<file path="config.mk">
export PLATFORM = sky130hd
export DESIGN_NAME = run_sequencer
export DESIGN_NICKNAME = d
export VERILOG_FILES = /design/src/rtl/run_sequencer.sv
export SDC_FILE = /design/constraint.sdc
export NUM_CORES = 1
export LEC_CHECK = 0
export CELL_PAD_IN_SITES_DETAIL_PLACEMENT = 1
export CELL_PAD_IN_SITES_GLOBAL_PLACEMENT = 1
export CORE_ASPECT_RATIO = 1.2
export CORE_MARGIN = 2
export CORE_UTILIZATION = 35
export DETAILED_ROUTE_END_ITERATION = 7
export PLACE_DENSITY = 0.86
export SETUP_SLACK_MARGIN = 0.4
export SLEW_MARGIN = 15
export SYNTH_ARGS = -nofsm -noshare
export SYNTH_HDL_FRONTEND = slang
export SYNTH_SLANG_ARGS = --single-unit
</file>
<file path="constraint.sdc">
create_clock -name clk -period 4.4 [get_ports clk]
set_clock_uncertainty 0.15 [all_clocks]
set_input_delay 0.88 -clock clk [delete_from_list [all_inputs] [get_ports clk]]
set_output_delay 0.88 -clock clk [all_outputs]
set_load 0.02 [all_outputs]
</file>
<file path="src/rtl/run_sequencer.sv">
// Program-slot run sequencer: loads a slot base address, steps the fetch
// address with stall/halt/branch control, and faults on timeout or slot escape.
module run_sequencer #(
    parameter int D       = 8,
    parameter int NP      = 4,
    parameter int TW      = 16,
    parameter int MAX_CYC = 1000,
    localparam int SW     = $clog2(NP)
) (
    input  logic          clk,
    input  logic          reset,
    input  logic          req,
    input  logic [SW-1:0] prog_sel,
    input  logic          branch,
    input  logic [D-1:0]  target,
    input  logic          halt,
    input  logic          stall,
    output logic [D-1:0]  prog_ctr,
    output logic          busy,
    output logic          done,
    output logic          fault,
    output logic [TW-1:0] cyc_cnt
);

    localparam logic [2:0] S_IDLE  = 3'd0;
    localparam logic [2:0] S_LOAD  = 3'd1;
    localparam logic [2:0] S_RUN   = 3'd2;
    localparam logic [2:0] S_DONE  = 3'd3;
    localparam logic [2:0] S_FAULT = 3'd4;

    localparam logic [D-1:0]  SEG_MASK = D'((2 ** (D - SW)) - 1);
    localparam logic [TW-1:0] CYC_LAST = TW'(MAX_CYC - 1);

    logic [2:0]    state_q, state_d;
    logic [D-1:0]  pc_q, pc_d;
    logic [TW-1:0] cyc_q, cyc_d;
    logic [SW-1:0] slot_q, slot_d;

    logic [D:0] br_sum;
    logic       br_out;
    logic       seg_end;
    logic       halting;

    // Branch sum carries one extra bit so both underflow and overflow land
    // with the top bit set and are caught as leaving the slot.
    assign br_sum  = {1'b0, pc_q} + {target[D-1], target};
    assign br_out  = br_sum[D] || (br_sum[D-1 -: SW] != slot_q);
    assign seg_end = (pc_q & SEG_MASK) == SEG_MASK;
    assign halting = halt && !stall;

    always_comb begin
        state_d = state_q;
        pc_d    = pc_q;
        cyc_d   = cyc_q;
        slot_d  = slot_q;
        case (state_q)
            S_IDLE: begin
                if (req) begin
                    slot_d  = prog_sel;
                    state_d = S_LOAD;
                end
            end
            S_LOAD: begin
                pc_d    = D'(slot_q) << (D - SW);
                cyc_d   = '0;
                state_d = S_RUN;
            end
            S_RUN: begin
                // The count advances only while the run continues, so on exit
                // it holds the index of the final RUN cycle.
                if (cyc_q == CYC_LAST && !halting) begin
                    state_d = S_FAULT;
                end else if (stall) begin
                    cyc_d = cyc_q + TW'(1);
                end else if (halt) begin
                    state_d = S_DONE;
                end else if (branch) begin
                    if (br_out) begin
                        state_d = S_FAULT;
                    end else begin
                        pc_d  = br_sum[D-1:0];
                        cyc_d = cyc_q + TW'(1);
                    end
                end else if (seg_end) begin
                    state_d = S_DONE;
                end else begin
                    pc_d  = pc_q + D'(1);
                    cyc_d = cyc_q + TW'(1);
                end
            end
            S_DONE, S_FAULT: begin
                if (!req) state_d = S_IDLE;
            end
            default: state_d = S_IDLE;
        endcase
    end

    always_ff @(posedge clk) begin
        if (reset) begin
            state_q <= S_IDLE;
            pc_q    <= '0;
            cyc_q   <= '0;
            slot_q  <= '0;
        end else begin
            state_q <= state_d;
            pc_q    <= pc_d;
            cyc_q   <= cyc_d;
            slot_q  <= slot_d;
        end
    end

    assign prog_ctr = pc_q;
    assign cyc_cnt  = cyc_q;
    assign busy     = (state_q == S_LOAD) || (state_q == S_RUN);
    assign done     = (state_q == S_DONE) || (state_q == S_FAULT);
    assign fault    = (state_q == S_FAULT);

endmodule

</file>
Word level (Yosys, flattened, before mapping)
Index checks and enable logic that the tools add are counted.

Bits in registers: 29. Bits in latches: 0. RAM bits: 0. Bits in read-only memories: 0. Output and inout port bits: 27. Memories: 0.

Add/sub/neg operators: 3. Multiply operators: 0. Div/mod/pow operators: 0. Order comparisons: 0. Eq/ne operators: 20. Shift operators: 0. Muxes and demuxes: 23. Bitwise operators: 0. Reduce and logical (&&, ||, !) cells: 14.

Operator list (count): $mux W16 (6); $mux W8 (6); $pmux W16 S2 (1); $mux W3 (8); $add A16 B1 Y16 const B (1); $eq A16 B10 Y1 const B (1); $pmux W8 S2 (1); $ne A3 B3 Y1 const B (4); $pmux W3 S4 (1); $ne A2 B2 Y1 const B (5); $ne A5 B5 Y1 const B (2); $reduce_and A5 Y1 (2); $add A8 B9 Y9 (1); $add A8 B1 Y8 const B (1); $ne A4 B4 Y1 const B (2); $eq A3 B2 Y1 const B (2); $eq A6 B6 Y1 const B (1); $reduce_and A6 Y1 (1); $eq A3 B1 Y1 const B (1); $eq A3 B3 Y1 const B (1); $logic_not A3 Y1 (1); $logic_or A1 B1 Y1 (3); $logic_and A1 B1 Y1 (2); $logic_not A1 Y1 (2); 4 further kinds (4).

Depth between registers and ports, before layout
Depth after elaboration: 9. Gate-level depth with buffers: 11. Depth with buffers taken out: 10.

Worst setup path after synthesis
No wires, ideal clock.

Kind: in2reg. Start: in target[7]. End: reg pc_q[0] (netlist: prog_ctr[0]). Setup time: 74 ps. Arrival: 3392 ps. Data required time: 4176 ps. Setup slack: 784 ps. Cell stages on the path: 11. Cells stage by stage: ha_1 -> buf_2 -> or4b_4 -> a211oi_4 -> o21a_2 -> a211oi_2 -> a211o_4 -> a21o_1 -> buf_6 -> or4_1 -> a31oi_1.

Word-level cells in the longest chain between the ends: 5.

Ends and longest elaborated chain: from (decl) (RTL line 15) `input logic [D-1:0] target,`; $add A8 B9 Y9 * (RTL line 46) `assign br_sum = {1'b0, pc_q} + {target[D-1], target};`; $ne A2 B2 Y1 (RTL line 47) `assign br_out = br_sum[D] || (br_sum[D-1 -: SW] != slot_q);`; $logic_or A1 B1 Y1 * (RTL line 47); $ne A3 B3 Y1 (no line) *; $reduce_and A6 Y1 (no line) *; to (signal assigned) (RTL line 106) `pc_q <= pc_d;`; to (decl) (RTL line 35) `logic [D-1:0] pc_q, pc_d;`.

Every way passes the cells marked *; elsewhere a longest branch is shown, timed or not. A chain may end at the register's enable or synchronous reset.

Worst setup path in the final report
Start: in target[0]. End: reg pc_q[0] (netlist: prog_ctr[0]).

Word-level cells in the longest chain between the ends: 7. Elaborated cells on any way between the ends: 11. Classes of those cells: add/sub: 1; eq/ne: 2; mux: 6; reduce/logical: 2.

Ends and longest elaborated chain: $add A8 B9 Y9 * (RTL line 46); $mux W8 (RTL line 78) `if (br_out) begin`; $mux W8 (RTL line 77) `end else if (branch) begin`; $mux W8 (RTL line 75) `end else if (halt) begin`; $mux W8 (RTL line 73) `end else if (stall) begin`; $mux W8 (RTL line 71) `if (cyc_q == CYC_LAST && !halting) begin`; $pmux W8 S2 (RTL line 56) `case (state_q)`.

Every way passes the cells marked *; elsewhere a longest branch is shown, timed or not. The select of a mux whose other input is x is not followed.

==> results.yml <==
outcome:
  outcome: "complete, no violations"
floorplan:
  dieWidth_um: 77.1
  die_y_um: 91.7
  pin_count: 43
  fp.coreArea_mm2: 0.00613
  initial_utilization: 0.366
  std_cell_rows: 31
  die_area_mm2: 0.00706
synth:
  ys_types: 56
  avgSynthCellArea_um2: 7.84
  synthArstFlopShare: 0
  yosys.area_share.xor_xnor: 0.0391
  netlist.area_leader.share: 0.259
  synth_edf_count: 0
  synth_top_family_by_area: "simple AND/OR/NAND/NOR gates"
  synth_compound_area_frac: 0.291
  synthCells: 286
  synth_area_leaders: "dfxtp_1 26%, ha_1 5.6%, o21ai_0 4.5%"
  ys_seq_elements: 29
  yosysWarnings: 0
  synth_mux_area_frac: 0.0184
  synthesis.area_mm2: 0.00224
  synth_fa_ha_area_frac: 0.0647
  synth_flop_cell: "dfxtp_1"
  synth-simple-area-share: 0.292
  synth_top_area_cell: "dfxtp_1"
  yosysSeqAreaShare: 0.259
  synth_nets: 313
sta:
  drv_slew: 0
  slew_headroom: 0.704
  setup_viol: 0
  rsz0062_at_grt: "no"
  tightestPinTransition_ps: 443
  timing.final.crit_share: 0.887
  min_period_ps: 3900
  final-hold-violation-count: 0
  timing.fmax_ghz: 0.256
  setup_tns_ps: 0
  setup_ws_ps: 498
layout:
  final_nets: 361
  instances_no_fill: 417
  final_cell_mix: "42 x clkdlybuf4s50_1, 29 x dfxtp_1, 25 x nor2_1"
  syn2layout_area_growth_pct: 30.0
  final_common_cell: "clkdlybuf4s50_1"
  antenna_cells: 0
  final_layout_size_suffix_gt1_frac: 0.110
placement:
  dp_slack_ps: 126
  routabilityCongestion: 0.859
  io_buffers: 42
  dpl.hpwl_mm: 5.19
  place.detailed.instances: 406
route:
  wirelength_mm: 7.09
  first_iter_violations: 95
  wl_per_cell_um: 17.0
  vias: 2389
  drtAntennaViolNets: 0
  dr.pass1.iters: 4
  via_per_inst: 5.73
  drc_errors: 0
setup_path:
  cpMostUsedCell: "or4_1"
  setup.worst_path.class: "in -> reg"
  rr_worst_depth: 10
  crit_buf_inv: 1
  crit_path_max_incr_delay_ps: 510
  r2r_end: "prog_ctr[0]"
  end_kind: "register"
  critPathRequiredTime_ps: 4470
  worst_setup_path_start_kind: "primary input"
  crit_arrival_ps: 3970
  rr_startpoint: "prog_ctr[0]"
  rrSetupSlack_ps: 1090
  path_max_fanout: 7
  crit_slowest_cell: "or4_1"
  cpLargestDelayFamily: "simple AND/OR/NAND/NOR gates"
  cp_cell_sequence: "clkdlybuf4s50_1 > ha_2 > fa_2 > a211oi_1 > or4_1 > and3_1 > a21o_1 > a211o_4 > a21o_4 > or4_1 > a31oi_1"
cts:
  cts-root-buf: "clkbuf_8"
  clk_pin_slew_ps: 70
  clock_latency_ps: 290
  cts_buffer_depth: 2
  cts_tree: "done"
  cts_made_buffers: 5
  htree_num_levels: 2
  cts_sinks: 29
worst_hold_path:
  worstHoldPathType: "reg -> reg"
  holdPathEnd: "cyc_cnt[14]"
  hold_depth: 1
  worstHoldStart: "cyc_cnt[14]"
global_routing:
  antenna_found_initial: 0
  overflow: 0
  grt_pass1_vias: 2336
  grt.total_usage: 0.202
  grt_max_degree: 17
  grt_pass1_wl_mm: 11.5
pwr:
  power_density_mw_per_mm2: 419
  ir_worst_vdd_mv: 0.179
  p_leak_nw: 1.10
job:
  maxCapViolations: 0
[metrics by stage]
step | hold slack [ps] | cell area, um^2 | util | total power, mW
detailed placement | 348 | 2770 | 0.452 | 0.959
CTS | 360 | 2870 | 0.468 | 1.22
global placement | 331 | 2770 | 0.452 | 0.939
finish | 357 | 2910 | 0.476 | 1.22
global route | 393 | 2910 | 0.476 | 1.31
floorplan | 333 | 2240 | - | 0.768
[per-layer routing]
layer,track usage,wire [um],up-vias
met4,0.0580,72,0
met2,0.378,3750,44
met3,0.0315,193,8
met5,0,0,-
met1,0.235,3080,1163
li1,-,-,1174
[registers in the layout, summed over array words and instances (netlist names)]
name	count
cyc_cnt	16
prog_ctr	8
state_q	3
slot_q	2
[area by class of cell]
class | instances | area, um^2
Fill cell | 801 | 3210
Inverter | 4 | 15.0
Tap cell | 82 | 103
Clock buffer | 7 | 96.3
Sequential cell | 29 | 581
Multi-Input combinational cell | 240 | 1600
Timing Repair Buffer | 54 | 510
Clock inverter | 1 | 5.00
[cells by family (layout without fill, tap and decap cells)]
logic type,Yosys count,count (layout)
AND/OR/NAND/NOR,123,123
AO/OA/AOI/OAI,92,92
flip-flops,29,29
buffers and inverters,17,66
adder cells (fa/ha/maj),11,11
XOR/XNOR,10,10
multiplexers,4,4
[report_power, final]
| group | total (mW) | switching [mW] | internal [mW] |
|---|---|---|---|
| Combinational | 0.640 | 0.358 | 0.283 |
| Clock | 0.247 | 0.106 | 0.141 |
| Sequential | 0.334 | 0.0454 | 0.288 |
| Total | 1.22 | 0.509 | 0.712 |
[cells in the mapped netlist, types with 3 or more instances]
cell and count:
a21oi_1 18, o21ai_0 20, nand2_1 24, o2111ai_1 3
nor2_1 25, nand2b_1 14, inv_1 3, dfxtp_1 29
a31oi_1 4, ha_1 10, and3_1 13, clkbuf_1 9
xor2_1 4, or3_1 5, a211oi_1 5, or4_1 4
nor3_1 6, nand3_1 12, and2_1 3, o2bb2ai_1 11
a21o_1 7, mux2i_1 3, nor2b_1 4, xnor2_1 6
nor4_1 3, nand4_1 3
[worst max-delay path by stage]
stage,to,cells after the start,start
2_1_floorplan,prog_ctr[0],11,target[7]
3_3_place_gp,cyc_cnt[10],12,target[0]
3_5_place_dp,cyc_cnt[10],12,target[0]
4_1_cts,cyc_cnt[10],12,target[0]
5_1_grt,state_q[0],12,target[0]
6_report,prog_ctr[0],11,target[0]
[repair_timing]
action | in CTS | in global routing
buffers inserted | 0 | 3
endpoints found under the hold margin | 0 | 0
hold buffers | 0 | 0
resized for setup | 0 | 5
setup endpoints to repair | 0 | 17
[worst reg2reg max path, delay by kind of cell (launching register included)]
family / cells / cell delay [ps]
AO/OA/AOI/OAI: 5 / 1090
adder cells (fa/ha/maj): 2 / 500
flip-flops: 1 / 430
AND/OR/NAND/NOR: 3 / 1090
Note: power is estimated with default switching activity, not from simulation.
